--- src/rtl/bus_arbiter_if.sv ---
// Bus bundle for bus_arbiter: two master ports, one slave port, status.
// The slave modport is the arbiter's view; master is the environment's.
interface bus_arbiter_if #(
    parameter int CNT_W = 16
);
    logic [31:0]      m0_address, m1_address;
    logic             m0_read, m1_read;
    logic             m0_write, m1_write;
    logic [3:0]       m0_byteenable, m1_byteenable;
    logic [31:0]      m0_writedata, m1_writedata;
    logic [31:0]      m0_readdata, m1_readdata;
    logic             m0_waitrequest, m1_waitrequest;
    logic [31:0]      address;
    logic             read, write;
    logic [3:0]       byteenable;
    logic [31:0]      writedata;
    logic [31:0]      readdata;
    logic             waitrequest;
    logic [1:0]       owner;
    logic [CNT_W-1:0] m0_xfers, m1_xfers;

    modport slave (
        input  m0_address, m1_address, m0_read, m1_read,
        input  m0_write, m1_write, m0_byteenable, m1_byteenable,
        input  m0_writedata, m1_writedata, readdata, waitrequest,
        output m0_readdata, m1_readdata, m0_waitrequest, m1_waitrequest,
        output address, read, write, byteenable, writedata,
        output owner, m0_xfers, m1_xfers
    );

    modport master (
        output m0_address, m1_address, m0_read, m1_read,
        output m0_write, m1_write, m0_byteenable, m1_byteenable,
        output m0_writedata, m1_writedata, readdata, waitrequest,
        input  m0_readdata, m1_readdata, m0_waitrequest, m1_waitrequest,
        input  address, read, write, byteenable, writedata,
        input  owner, m0_xfers, m1_xfers
    );
endinterface

--- src/rtl/bus_arbiter.sv ---
// Two-master / one-slave Avalon-style bus arbiter with transfer counters.
// Define ARB_ROUND_ROBIN_EN for round-robin ties; default is m0 priority.
module bus_arbiter #(
    parameter int CNT_W = 16
) (
    input logic         clk,
    input logic         reset,
    bus_arbiter_if.slave bus
);
    typedef enum logic [1:0] {
        IDLE = 2'b00,
        GNT0 = 2'b01,
        GNT1 = 2'b10
    } state_e;

    state_e           state_q, state_d;
    logic             last_q, last_d;
    logic [CNT_W-1:0] m0_xfers_q, m0_xfers_d;
    logic [CNT_W-1:0] m1_xfers_q, m1_xfers_d;
    logic             req0, req1;

    assign req0 = bus.m0_read | bus.m0_write;
    assign req1 = bus.m1_read | bus.m1_write;

    always_ff @(posedge clk) begin
        if (reset) begin
            state_q    <= IDLE;
            last_q     <= 1'b1;
            m0_xfers_q <= '0;
            m1_xfers_q <= '0;
        end else begin
            state_q    <= state_d;
            last_q     <= last_d;
            m0_xfers_q <= m0_xfers_d;
            m1_xfers_q <= m1_xfers_d;
        end
    end

    always_comb begin
        state_d            = state_q;
        last_d             = last_q;
        m0_xfers_d         = m0_xfers_q;
        m1_xfers_d         = m1_xfers_q;
        bus.address        = '0;
        bus.read           = 1'b0;
        bus.write          = 1'b0;
        bus.byteenable     = '0;
        bus.writedata      = '0;
        bus.m0_waitrequest = 1'b1;
        bus.m1_waitrequest = 1'b1;
        unique case (state_q)
            IDLE: begin
                if (req0 && req1) begin
`ifdef ARB_ROUND_ROBIN_EN
                    // last_q=1 means m1 went last, so m0 is due
                    state_d = last_q ? GNT0 : GNT1;
`else
                    state_d = GNT0;
`endif
                end else if (req0) begin
                    state_d = GNT0;
                end else if (req1) begin
                    state_d = GNT1;
                end
            end
            GNT0: begin
                bus.address        = bus.m0_address;
                bus.read           = bus.m0_read;
                bus.write          = bus.m0_write;
                bus.byteenable     = bus.m0_byteenable;
                bus.writedata      = bus.m0_writedata;
                bus.m0_waitrequest = bus.waitrequest;
                if (!req0) begin
                    state_d = IDLE;
                end else if (!bus.waitrequest) begin
                    state_d    = IDLE;
                    last_d     = 1'b0;
                    m0_xfers_d = m0_xfers_q + CNT_W'(1);
                end
            end
            GNT1: begin
                bus.address        = bus.m1_address;
                bus.read           = bus.m1_read;
                bus.write          = bus.m1_write;
                bus.byteenable     = bus.m1_byteenable;
                bus.writedata      = bus.m1_writedata;
                bus.m1_waitrequest = bus.waitrequest;
                if (!req1) begin
                    state_d = IDLE;
                end else if (!bus.waitrequest) begin
                    state_d    = IDLE;
                    last_d     = 1'b1;
                    m1_xfers_d = m1_xfers_q + CNT_W'(1);
                end
            end
            default: state_d = IDLE;
        endcase
    end

    assign bus.m0_readdata = bus.readdata;
    assign bus.m1_readdata = bus.readdata;
    assign bus.owner       = state_q;
    assign bus.m0_xfers    = m0_xfers_q;
    assign bus.m1_xfers    = m1_xfers_q;
endmodule

--- src/flat_wrapper.sv ---
// flat-port wrapper written by rule: the top's interface ports become plain ports
module bus_arbiter_flat 
#(
    parameter int CNT_W = 16
)
  (clk, reset, bus_m0_address, bus_m1_address, bus_m0_read, bus_m1_read, bus_m0_write, bus_m1_write, bus_m0_byteenable, bus_m1_byteenable, bus_m0_writedata, bus_m1_writedata, bus_readdata, bus_waitrequest, bus_m0_readdata, bus_m1_readdata, bus_m0_waitrequest, bus_m1_waitrequest, bus_address, bus_read, bus_write, bus_byteenable, bus_writedata, bus_owner, bus_m0_xfers, bus_m1_xfers);
  bus_arbiter_if #(.CNT_W(CNT_W)) bus_i ();
  input logic clk;
  input logic reset;
  input wire logic [$bits(bus_i.m0_address)-1:0] bus_m0_address;
  input wire logic [$bits(bus_i.m1_address)-1:0] bus_m1_address;
  input wire logic [$bits(bus_i.m0_read)-1:0] bus_m0_read;
  input wire logic [$bits(bus_i.m1_read)-1:0] bus_m1_read;
  input wire logic [$bits(bus_i.m0_write)-1:0] bus_m0_write;
  input wire logic [$bits(bus_i.m1_write)-1:0] bus_m1_write;
  input wire logic [$bits(bus_i.m0_byteenable)-1:0] bus_m0_byteenable;
  input wire logic [$bits(bus_i.m1_byteenable)-1:0] bus_m1_byteenable;
  input wire logic [$bits(bus_i.m0_writedata)-1:0] bus_m0_writedata;
  input wire logic [$bits(bus_i.m1_writedata)-1:0] bus_m1_writedata;
  input wire logic [$bits(bus_i.readdata)-1:0] bus_readdata;
  input wire logic [$bits(bus_i.waitrequest)-1:0] bus_waitrequest;
  output wire logic [$bits(bus_i.m0_readdata)-1:0] bus_m0_readdata;
  output wire logic [$bits(bus_i.m1_readdata)-1:0] bus_m1_readdata;
  output wire logic [$bits(bus_i.m0_waitrequest)-1:0] bus_m0_waitrequest;
  output wire logic [$bits(bus_i.m1_waitrequest)-1:0] bus_m1_waitrequest;
  output wire logic [$bits(bus_i.address)-1:0] bus_address;
  output wire logic [$bits(bus_i.read)-1:0] bus_read;
  output wire logic [$bits(bus_i.write)-1:0] bus_write;
  output wire logic [$bits(bus_i.byteenable)-1:0] bus_byteenable;
  output wire logic [$bits(bus_i.writedata)-1:0] bus_writedata;
  output wire logic [$bits(bus_i.owner)-1:0] bus_owner;
  output wire logic [$bits(bus_i.m0_xfers)-1:0] bus_m0_xfers;
  output wire logic [$bits(bus_i.m1_xfers)-1:0] bus_m1_xfers;
  assign bus_i.m0_address = bus_m0_address;
  assign bus_i.m1_address = bus_m1_address;
  assign bus_i.m0_read = bus_m0_read;
  assign bus_i.m1_read = bus_m1_read;
  assign bus_i.m0_write = bus_m0_write;
  assign bus_i.m1_write = bus_m1_write;
  assign bus_i.m0_byteenable = bus_m0_byteenable;
  assign bus_i.m1_byteenable = bus_m1_byteenable;
  assign bus_i.m0_writedata = bus_m0_writedata;
  assign bus_i.m1_writedata = bus_m1_writedata;
  assign bus_i.readdata = bus_readdata;
  assign bus_i.waitrequest = bus_waitrequest;
  assign bus_m0_readdata = bus_i.m0_readdata;
  assign bus_m1_readdata = bus_i.m1_readdata;
  assign bus_m0_waitrequest = bus_i.m0_waitrequest;
  assign bus_m1_waitrequest = bus_i.m1_waitrequest;
  assign bus_address = bus_i.address;
  assign bus_read = bus_i.read;
  assign bus_write = bus_i.write;
  assign bus_byteenable = bus_i.byteenable;
  assign bus_writedata = bus_i.writedata;
  assign bus_owner = bus_i.owner;
  assign bus_m0_xfers = bus_i.m0_xfers;
  assign bus_m1_xfers = bus_i.m1_xfers;
  bus_arbiter #(.CNT_W(CNT_W)) u_core (.clk(clk), .reset(reset), .bus(bus_i));
endmodule
--- config.mk ---
export PLATFORM = sky130hd
export DESIGN_NAME = bus_arbiter_flat
export DESIGN_NICKNAME = d
export VERILOG_FILES = /design/src/rtl/bus_arbiter_if.sv /design/src/rtl/bus_arbiter.sv /design/src/flat_wrapper.sv
export SDC_FILE = /design/constraint.sdc
export NUM_CORES = 1
export LEC_CHECK = 0
export BUFFER_PORTS_ARGS = -buffer_cell sky130_fd_sc_hd__buf_4
export CAP_MARGIN = 20
export CELL_PAD_IN_SITES_DETAIL_PLACEMENT = 0
export CELL_PAD_IN_SITES_GLOBAL_PLACEMENT = 1
export CORE_AREA = 10 10 133 147
export DETAILED_ROUTE_END_ITERATION = 12
export DIE_AREA = 0 0 143 157
export GPL_TIMING_DRIVEN = 0
export PLACE_DENSITY_LB_ADDON = 0.1
export SETUP_SLACK_MARGIN = 0.05
export SYNTH_ARGS = -nofsm -noshare
export SYNTH_HDL_FRONTEND = slang
export SYNTH_SLANG_ARGS = --single-unit
--- constraint.sdc ---
create_clock -name clk -period 2.1 [get_ports clk]
set_clock_uncertainty 0.2 [all_clocks]
set_input_delay 0.315 -clock clk [delete_from_list [all_inputs] [get_ports clk]]
set_output_delay 0.315 -clock clk [all_outputs]
set_load 0.05 [all_outputs]
# Word level (Yosys, flattened, before mapping)
# Index checks and enable logic that the tools add are counted.
[classes]
n_bitwise = 3
add_sub_neg = 2
reduce_logical = 4
mux = 14
n_eq_ne = 3
[ops]
columns = ["operator", "n"]
rows = [
  ["$pmux 32 s2", 2],
  ["$add 16x1->16 const B", 2],
  ["$mux 2", 6],
  ["$pmux 4 s2", 1],
  ["$pmux 2 s3", 1],
  ["$reduce_and 3->1", 2],
  ["$ne 4x1->1 const B", 1],
  ["$pmux 1 s2", 2],
  ["$eq 2x1->1 const B", 1],
  ["$eq 2x2->1 const B", 1],
  ["$logic_not 2->1", 1],
  ["$mux 1", 2],
  ["$or 1x1->1", 2],
  ["$logic_and 1x1->1", 1],
  ["$not 1->1", 1],
]
[totals]
word_cells = 29
input_bits = 175
register_bits = 34
output_inout_bits = 170

# Logic depth before layout (Yosys ltp)
# Gate-level depths: netlist of run 1.
[logic_depth]
ltp_word = 5
mapped_depth = 8
ltp_nobuf = 6

# Least setup slack after synthesis of run 1
# Ideal clock, no wire load.
[synth_path]
path_kind = "register to output"
start = "reg u_core.state_q[1] (netlist: u_core.bus.owner[1])"
end = "out bus_address[24]"
path_buffers = 3
t_arrival_ns = 2.503
path_slack_ns = -0.918
path_stages_with_launch = 7
cell_sequence = "dfxtp_1 > ha_1 > buf_2 > clkbuf_1 > buf_1 > a22oi_1 > nor2b_1"
[synth_via]
elab_chain_cells = 2
word_cells_on_any_way = 3
cone_classes = "2 x eq/ne; 1 x mux"
[synth_lines]
columns = ["element", "line_no", "rtl"]
rows = [
  ["start, declared", "bus_arbiter.sv:16", "state_e state_q, state_d;"],
  ["start signal, assigned", "bus_arbiter.sv:32", "state_q <= state_d;"],
  ["$eq 2x2->1 or $eq 2x1->1 (tied branches)", "bus_arbiter.sv:51", "unique case (state_q)"],
  ["$pmux 32 s2 (*)", "bus_arbiter.sv:51", ""],
  ["end, declared", "flat_wrapper.sv:26", "output wire logic [$bits(bus_i.address)-1:0] bus_address;"],
]
# Every way passes the cells marked *; elsewhere a longest branch is shown, timed or not.

# Worst setup path after layout of run 1
[layout_path]
start = "reg u_core.state_q[0] (netlist: u_core.bus.owner[0])"
end = "out bus_writedata[22]"
[layout_via]
elab_chain_cells = 2
word_cells_on_any_way = 3
cone_classes = "2 x eq/ne; 1 x mux"
[layout_lines]
columns = ["element", "line_no", "rtl"]
rows = [
  ["$eq 2x2->1 or $eq 2x1->1 (tied branches)", "bus_arbiter.sv:51", ""],
  ["$pmux 32 s2 (*)", "bus_arbiter.sv:51", ""],
  ["end, declared", "flat_wrapper.sv:30", "output wire logic [$bits(bus_i.writedata)-1:0] bus_writedata;"],
]
# Marks and branches as above.

==> insert_results.sql, run 1 <==
INSERT INTO impl_metrics (metric_group, metric, value, unit) VALUES
('status', 'result_of_the_run', 'finished with violations', ''),
('status', 'violated_checks', 'setup timing', ''),
('floorplan', 'num_io_pins', '345', ''),
('placement', 'detailed_place_hpwl', '16880', 'um'),
('synth', 'ys_types', '35', ''),
('synth', 'count_of_flip_flops_with_a_built_in_enable_after_synthesis', '0', ''),
('synth', 'synthArstFlopShare', '0', ''),
('synth', 'main_flop_type_after_synthesis', 'sky130_fd_sc_hd__dfxtp_1', ''),
('drt', 'post_drt_wl_per_cell', '21.04', 'um'),
('synth', 'synth_fp_nets', '617', ''),
('timing', 'report.final.hold_viol_count', '0', ''),
('timing', 'clock.fmax', '0.4625', 'GHz'),
('finish', 'finalNetCount', '959', ''),
('clock_network', 'tritoncts.num_buffers', '5', ''),
('power_and_ir_drop', 'static-leakage-power', '3.321', 'nW'),
('critical_path', 'crit_path_start', 'u_core.bus.owner[0]', ''),
('critical_path', 'r2r-start', 'u_core.bus.owner[0]', ''),
('synth', 'yosysWarningCount', '0', ''),
('critical_path', 'critical_path_class', 'reg2out', ''),
('timing', 'max_slew_margin', '0.5417', ''),
('timing', 'post_layout_minimum_cycle_time', '2162', 'ps'),
('finish', 'instances_no_fill', '987', ''),
('grt', 'largest_net_degree_at_the_start_of_global_routing', '12', ''),
('placement', 'post_placement_worst_setup_slack', '-214.5', 'ps'),
('synth', 'synthesis.instances', '435', ''),
('power_and_ir_drop', 'p_per_area', '471.3', 'nW/um^2'),
('drt', 'final_antenna_net_count', '0', ''),
('power_and_ir_drop', 'worst_vdd_rail_ir_drop', '0.4043', 'mV'),
('finish', 'fillerInstances', '1602', ''),
('clock_network', 'clk_pin_slew', '60', 'ps'),
('grt', 'gr-usage-all-layers', '0.1662', ''),
('clock_network', 'cts.sinks', '34', ''),
('critical_path', 'critPathLaunchType', 'register', ''),
('clock_network', 'clockRootBuffer', 'sky130_fd_sc_hd__clkbuf_16', ''),
('clock_network', 'clock_tree.buffer_depth', '2', ''),
('critical_path', 'endpoint_arrival_time_on_the_critical_path', '1650', 'ps'),
('clock_network', 'cts_hold_buffers', '0', ''),
('placement', 'place.detailed.instances', '954', ''),
('min_path', 'hp-class', 'in2reg', ''),
('floorplan', 'die_area', '22450', 'um^2'),
('floorplan', 'chipHeight', '157', 'um'),
('synth', 'seq_area_frac_synth', '0.2094', ''),
('finish', 'layout.cells.most_common_list', '315 x sky130_fd_sc_hd__buf_4, 69 x sky130_fd_sc_hd__a22oi_2, 56 x sky130_fd_sc_hd__buf_6, 42 x sky130_fd_sc_hd__nor2b_4, 32 x sky130_fd_sc_hd__buf_8', ''),
('synth', 'mappedNetlistArea', '3251', 'um^2'),
('floorplan', 'row_count', '50', ''),
('synth', 'yosys_register_bits', '34', ''),
('timing', 'hold-worst-slack', '205.0', 'ps'),
('drt', 'drt_drc_violations_left', '0', ''),
('timing', 'rsz0062_at_grt', 'true', ''),
('power_and_ir_drop', 'power', '3.754', 'mW'),
('timing', 'tightestPinTransition', '687.5', 'ps'),
('finish', 'mostFrequentLayoutCell', 'sky130_fd_sc_hd__buf_4', ''),
('critical_path', 'worstSetupEndpointType', 'output port', ''),
('floorplan', 'core_area', '16700', 'um^2'),
('grt', 'grt_pass1_vias', '4552', ''),
('clock_network', 'cts_max_level', '2', ''),
('timing', 'setup-violations-final', '65', ''),
('floorplan', 'initial_core_util', '0.1946', ''),
('clock_network', 'cts_tree', 'built', ''),
('min_path', 'hold_start', 'bus_m0_read', ''),
('critical_path', 'crit_path_required_time', '1580', 'ps'),
('clock_network', 'insertion_delay', '280', 'ps'),
('placement', 'finalWeightedCongestion', '0.7937', ''),
('grt', 'grt_first_pass_wirelength', '28650', 'um'),
('timing', 'share_of_the_clock_period_used_by_the_worst_path_after_layout', '1.030', ''),
('grt', 'grt_overflow', '0', ''),
('grt', 'antenna_found_initial', '1', ''),
('drt', 'initial_detailed_routing_violation_count', '103', ''),
('drt', 'firstDrtPassIters', '4', ''),
('finish', 'area.growth.synth_to_final', '145.0', '%'),
('floorplan', 'die_w', '143', 'um'),
('drt', 'wl', '20770', 'um'),
('synth', 'syn_area_per_cell', '7.473', 'um^2'),
('drt', 'drt-vias-per-instance', '4.575', ''),
('placement', 'io_buffer_count', '311', ''),
('timing', 'slew_violations', '0', ''),
('timing', 'final_critical_path_setup_slack', '-62.35', 'ps'),
('job', 'drv.max_cap_violation_count', '0', ''),
('drt', 'routed-via-count', '4516', ''),
('finish', 'post_route_cells_drive_above_1_share', '0.7918', ''),
('critical_path', 'cp_max_fo', '8', '');
-- worst paths after layout --
path | to | slack (ps) | cells past startpoint
hold / removal | u_core.bus.owner[1] | 200 | 4
setup / recovery | bus_writedata[22] | -60 | 7
setup reg to reg | u_core.bus.m1_xfers[13] | -20 | 8
hold reg to reg | u_core.bus.m1_xfers[15] | 300 | 2
-- Yosys cell counts, types with 3 or more instances --
master | n | area (um^2)
sky130_fd_sc_hd__nor4_1 | 6 | 37.54
sky130_fd_sc_hd__a22oi_1 | 70 | 525.5
sky130_fd_sc_hd__a21oi_1 | 16 | 80.08
sky130_fd_sc_hd__o31ai_1 | 5 | 37.54
sky130_fd_sc_hd__or4_1 | 5 | 37.54
sky130_fd_sc_hd__nor2b_1 | 73 | 456.7
sky130_fd_sc_hd__and4_1 | 3 | 26.28
sky130_fd_sc_hd__buf_2 | 3 | 15.01
sky130_fd_sc_hd__nand2_1 | 17 | 63.81
sky130_fd_sc_hd__mux2_2 | 3 | 33.78
sky130_fd_sc_hd__dfxtp_1 | 34 | 680.7
sky130_fd_sc_hd__nor3_1 | 4 | 20.02
sky130_fd_sc_hd__or3_1 | 8 | 50.05
sky130_fd_sc_hd__or3_2 | 3 | 22.52
sky130_fd_sc_hd__buf_4 | 64 | 480.5
sky130_fd_sc_hd__clkbuf_1 | 23 | 86.33
sky130_fd_sc_hd__nor2_1 | 22 | 82.58
sky130_fd_sc_hd__xnor2_1 | 8 | 70.07
sky130_fd_sc_hd__inv_1 | 8 | 30.03
sky130_fd_sc_hd__o21ai_0 | 11 | 55.05
sky130_fd_sc_hd__nand3_1 | 10 | 50.05
sky130_fd_sc_hd__buf_1 | 4 | 15.01
sky130_fd_sc_hd__nand4_1 | 10 | 62.56
sky130_fd_sc_hd__xor2_1 | 6 | 52.55
sky130_fd_sc_hd__ha_1 | 7 | 87.58
-- per-layer routing --
metal | vias to the layer above | track usage | part of all wire
met5 | - | 0 | 0
met4 | 0 | 0.02852 | 0.011
met3 | 12 | 0.04973 | 0.083
met2 | 168 | 0.3305 | 0.56
met1 | 2158 | 0.1653 | 0.34
li1 | 2178 | - | -
-- critical path: stages (launching register included) --
cell                        delay (ps)
sky130_fd_sc_hd__dfxtp_4           350
sky130_fd_sc_hd__buf_6             120
sky130_fd_sc_hd__ha_4              170
sky130_fd_sc_hd__buf_12            160
sky130_fd_sc_hd__clkbuf_16         160
sky130_fd_sc_hd__a22oi_2           170
sky130_fd_sc_hd__nor2b_4            80
sky130_fd_sc_hd__buf_8             160
-- sequential cells by signal (all words and copies together), names as in the netlist --
register             cells
u_core.bus.m0_xfers     16
u_core.bus.m1_xfers     16
u_core.bus.owner         2
-- power by group --
part | internal [mW] | leakage (nW) | switching [mW]
clock network | 0.440 | 0.0641 | 0.280
logic | 1.17 | 2.98 | 1.20
registers | 0.653 | 0.280 | 0.0108
-- per-stage QoR --
| stage | utilization | TNS, ps | instance area (um^2) |
|---|---|---|---|
| 2_1_floorplan | - | -1699 | 3562 |
| 5_1_grt | 0.4766 | -5764 | 7961 |
| 3_5_place_dp | 0.3686 | -10840 | 6157 |
| 4_1_cts | 0.4485 | -3353 | 7492 |
| 6_report | 0.4768 | -1562 | 7964 |
| 3_3_place_gp | 0.3686 | -7177 | 6157 |
-- cell families after synthesis --
group           share of synthesized area
fa+ha+maj                         0.02694
xor+xnor                          0.03772
flops                              0.2094
mux                               0.01039
buf+inv                            0.1928
simple gates                       0.2933
compound gates                     0.2294
-- timing repair --
item	CTS	global route
setup buffers	13	3
resized for setup	237	92
pin swaps	25	47
endpoints found under the setup margin	88	84
gates cloned	4	7
-- final cells by class --
cell class | count | area [um^2] | area share
repair buffers | 338 | 3043 | 0.3821
multi-input cells | 299 | 2890 | 0.3629
plain buffers | 91 | 893.4 | 0.1122
flip-flops and latches | 34 | 699.4 | 0.08782
well taps | 208 | 260.3 | 0.03268
clock buffers | 7 | 132.6 | 0.01665
inverters | 8 | 35.03 | 0.004399
clock inverters | 1 | 7.507 | 0.0009427
diodes | 1 | 2.502 | 0.0003142
(Power assumes the default switching activity.)
==> run 2, diff against run 1 <==
--- a/config.mk
+++ b/config.mk
@@ -10,6 +10,7 @@
 export CELL_PAD_IN_SITES_DETAIL_PLACEMENT = 0
 export CELL_PAD_IN_SITES_GLOBAL_PLACEMENT = 1
 export CORE_AREA = 10 10 133 147
+export CTS_BUF_LIST = sky130_fd_sc_hd__clkbuf_16
 export DETAILED_ROUTE_END_ITERATION = 12
 export DIE_AREA = 0 0 143 157
 export GPL_TIMING_DRIVEN = 0
==> run 2 against run 1 <==
The run still ends with setup timing left. Hold slack about the same. Register-to-register slack about the same. Total power shrank 0.25%. Largest cell class unchanged. Final cell count stayed put. Worst setup slack about the same. Sequential share of layout area is the same. Sequential power about the same. Critical path depth is the same. Sequential cell count is the same. Die area unchanged.
==> insert_results.sql, run 2 (same netlist as run 1, synthesis figures left out) <==
INSERT INTO impl_metrics (metric_group, metric, value, unit) VALUES
('finish', 'area.growth.synth_to_final', '145.0', '%'),
('timing', 'final_critical_path_setup_slack', '-62.24', 'ps'),
('floorplan', 'die_w', '143', 'um'),
('power_and_ir_drop', 'power_report.internal_total', '2.257', 'mW'),
('drt', 'drt-vias-per-instance', '4.572', ''),
('floorplan', 'row_count', '50', ''),
('critical_path', 'critPathLaunchType', 'register', ''),
('power_and_ir_drop', 'static-leakage-power', '3.329', 'nW'),
('critical_path', 'cp_max_fo', '8', ''),
('drt', 'drt_drc_violations_left', '0', ''),
('clock_network', 'clk_pin_slew', '60', 'ps'),
('finish', 'mostFrequentLayoutCell', 'sky130_fd_sc_hd__buf_4', ''),
('drt', 'final_antenna_net_count', '0', ''),
('power_and_ir_drop', 'p_per_area', '470.1', 'nW/um^2'),
('power_and_ir_drop', 'worst_vdd_rail_ir_drop', '0.4043', 'mV'),
('placement', 'detailed_place_hpwl', '16880', 'um'),
('finish', 'layout.cells.most_common_list', '315 x sky130_fd_sc_hd__buf_4, 69 x sky130_fd_sc_hd__a22oi_2, 56 x sky130_fd_sc_hd__buf_6, 42 x sky130_fd_sc_hd__nor2b_4, 32 x sky130_fd_sc_hd__buf_8', ''),
('placement', 'place.detailed.instances', '954', ''),
('clock_network', 'clockRootBuffer', 'sky130_fd_sc_hd__clkbuf_16', ''),
('timing', 'report.final.hold_viol_count', '0', ''),
('critical_path', 'endpoint_arrival_time_on_the_critical_path', '1650', 'ps'),
('clock_network', 'clock_tree.buffer_depth', '2', ''),
('timing', 'setup-violations-final', '65', ''),
('clock_network', 'insertion_delay', '280', 'ps'),
('min_path', 'timing.hold.worst_path_depth', '4', ''),
('timing', 'tightestPinTransition', '687.4', 'ps'),
('floorplan', 'core_area', '16700', 'um^2'),
('critical_path', 'worstSetupEndpointType', 'output port', ''),
('floorplan', 'chipHeight', '157', 'um'),
('critical_path', 'crit_path_required_time', '1580', 'ps'),
('status', 'violated_checks', 'setup timing', ''),
('finish', 'fillerInstances', '1602', ''),
('placement', 'post_placement_worst_setup_slack', '-214.5', 'ps'),
('power_and_ir_drop', 'net-switching-power', '1.487', 'mW'),
('drt', 'post_drt_wl_per_cell', '21.04', 'um'),
('critical_path', 'critical_path_class', 'reg2out', ''),
('critical_path', 'worst-r2r-cell-count', '8', ''),
('clock_network', 'cts_max_level', '2', ''),
('timing', 'post_layout_minimum_cycle_time', '2162', 'ps'),
('grt', 'grt_overflow', '0', ''),
('finish', 'post_route_cells_drive_above_1_share', '0.7918', ''),
('grt', 'antenna_found_initial', '1', ''),
('floorplan', 'num_io_pins', '345', ''),
('grt', 'largest_net_degree_at_the_start_of_global_routing', '12', ''),
('power_and_ir_drop', 'power', '3.744', 'mW'),
('drt', 'routed-via-count', '4513', ''),
('placement', 'io_buffer_count', '311', ''),
('floorplan', 'die_area', '22450', 'um^2'),
('timing', 'slew_violations', '0', ''),
('floorplan', 'initial_core_util', '0.1946', ''),
('min_path', 'hp-class', 'in2reg', ''),
('clock_network', 'tritoncts.num_buffers', '5', ''),
('grt', 'grt_pass1_vias', '4552', ''),
('status', 'result_of_the_run', 'finished with violations', ''),
('job', 'drv.max_cap_violation_count', '0', ''),
('placement', 'finalWeightedCongestion', '0.7937', ''),
('timing', 'max_slew_margin', '0.5417', ''),
('timing', 'clock.fmax', '0.4625', 'GHz'),
('clock_network', 'cts_tree', 'built', ''),
('power_and_ir_drop', 'power.combinational.fraction', '0.633', ''),
('power_and_ir_drop', 'power_frac_seq', '0.177', ''),
('drt', 'firstDrtPassIters', '4', ''),
('clock_network', 'cts.sinks', '34', ''),
('power_and_ir_drop', 'clock_power_share', '0.190', ''),
('drt', 'initial_detailed_routing_violation_count', '108', ''),
('drt', 'wl', '20770', 'um'),
('finish', 'finalNetCount', '959', ''),
('grt', 'grt_first_pass_wirelength', '28650', 'um'),
('power_and_ir_drop', 'sw_frac_of_total', '0.3973', ''),
('timing', 'rsz0062_at_grt', 'true', ''),
('finish', 'instances_no_fill', '987', ''),
('timing', 'share_of_the_clock_period_used_by_the_worst_path_after_layout', '1.030', ''),
('grt', 'gr-usage-all-layers', '0.1662', '');
run 2: cell types whose count changed in the layout (fill, tap and decap cells not counted), sizes merged:
| cell | delta |
|---|---|
| clkbuf | -2 |
| inv | +2 |
run 2: layout make-up:
| class | instances | area [um^2] | area share |
|---|---|---|---|
| Antenna cell | 1 | 2.502 | 0.0003142 |
| Buffer | 91 | 893.4 | 0.1122 |
| Clock buffer | 5 | 125.1 | 0.01571 |
| Clock inverter | 3 | 15.01 | 0.001885 |
| Inverter | 8 | 35.03 | 0.004399 |
| Multi-Input combinational cell | 299 | 2890 | 0.3629 |
| Sequential cell | 34 | 699.4 | 0.08782 |
| Tap cell | 208 | 260.3 | 0.03268 |
| Timing Repair Buffer | 338 | 3043 | 0.3821 |
run 2: per-layer routing:
| metal | wire length (um) | GRT usage | up-vias | share of wire |
|---|---|---|---|---|
| li1 | - | - | 2178 | - |
| met5 | 0 | 0 | - | 0 |
| met2 | 11710 | 0.3305 | 166 | 0.56 |
| met4 | 227 | 0.02852 | 0 | 0.011 |
| met3 | 1723 | 0.04973 | 12 | 0.083 |
| met1 | 7108 | 0.1653 | 2157 | 0.34 |
run 2: path summary, 6_finish.rpt:
path / start / endpoint / slack [ps]
worst max-delay path: u_core.bus.owner[0] / bus_writedata[22] / -60
worst max register to register: u_core.bus.owner[0] / u_core.bus.m1_xfers[13] / -20
worst min register to register: u_core.bus.m1_xfers[15] / u_core.bus.m1_xfers[15] / 300
worst min-delay path: bus_m0_read / u_core.bus.owner[1] / 210
run 2: timing repair:
item / 4_1_cts / 5_1_grt
setup endpoints to repair: 88 / 84
cloned: 4 / 7
pin swaps: 25 / 47
setup buffers: 13 / 3
gates resized for setup: 237 / 92
hold buffers: 0 / 0
run 2: per-stage QoR:
stage / utilization / hold WS (ps) / cell area (um^2) / TNS, ps
detailed placement: 0.3686 / 286.6 / 6157 / -10840
CTS: 0.4485 / 184.5 / 7492 / -3369
floorplan: - / 317.2 / 3562 / -1699
finish: 0.4768 / 205.2 / 7964 / -1551
global route: 0.4766 / 212.9 / 7961 / -5789
global placement: 0.3686 / 270.4 / 6157 / -7177
run 2: power groups by stage:
stage | Combinational, mW | Sequential [mW] | Clock [mW]
2_1_floorplan | 1.09 | 0.700 | 0
3_3_place_gp | 1.69 | 0.679 | 0
3_5_place_dp | 1.70 | 0.680 | 0
4_1_cts | 2.14 | 0.663 | 0.736
5_1_grt | 2.48 | 0.664 | 0.764
6_report | 2.37 | 0.664 | 0.711
run 2: critical path: stages, from the launching register on:
cell                        delay, ps
sky130_fd_sc_hd__dfxtp_4          350
sky130_fd_sc_hd__buf_6            120
sky130_fd_sc_hd__ha_4             170
sky130_fd_sc_hd__buf_12           160
sky130_fd_sc_hd__clkbuf_16        160
sky130_fd_sc_hd__a22oi_2          170
sky130_fd_sc_hd__nor2b_4           80
sky130_fd_sc_hd__buf_8            160
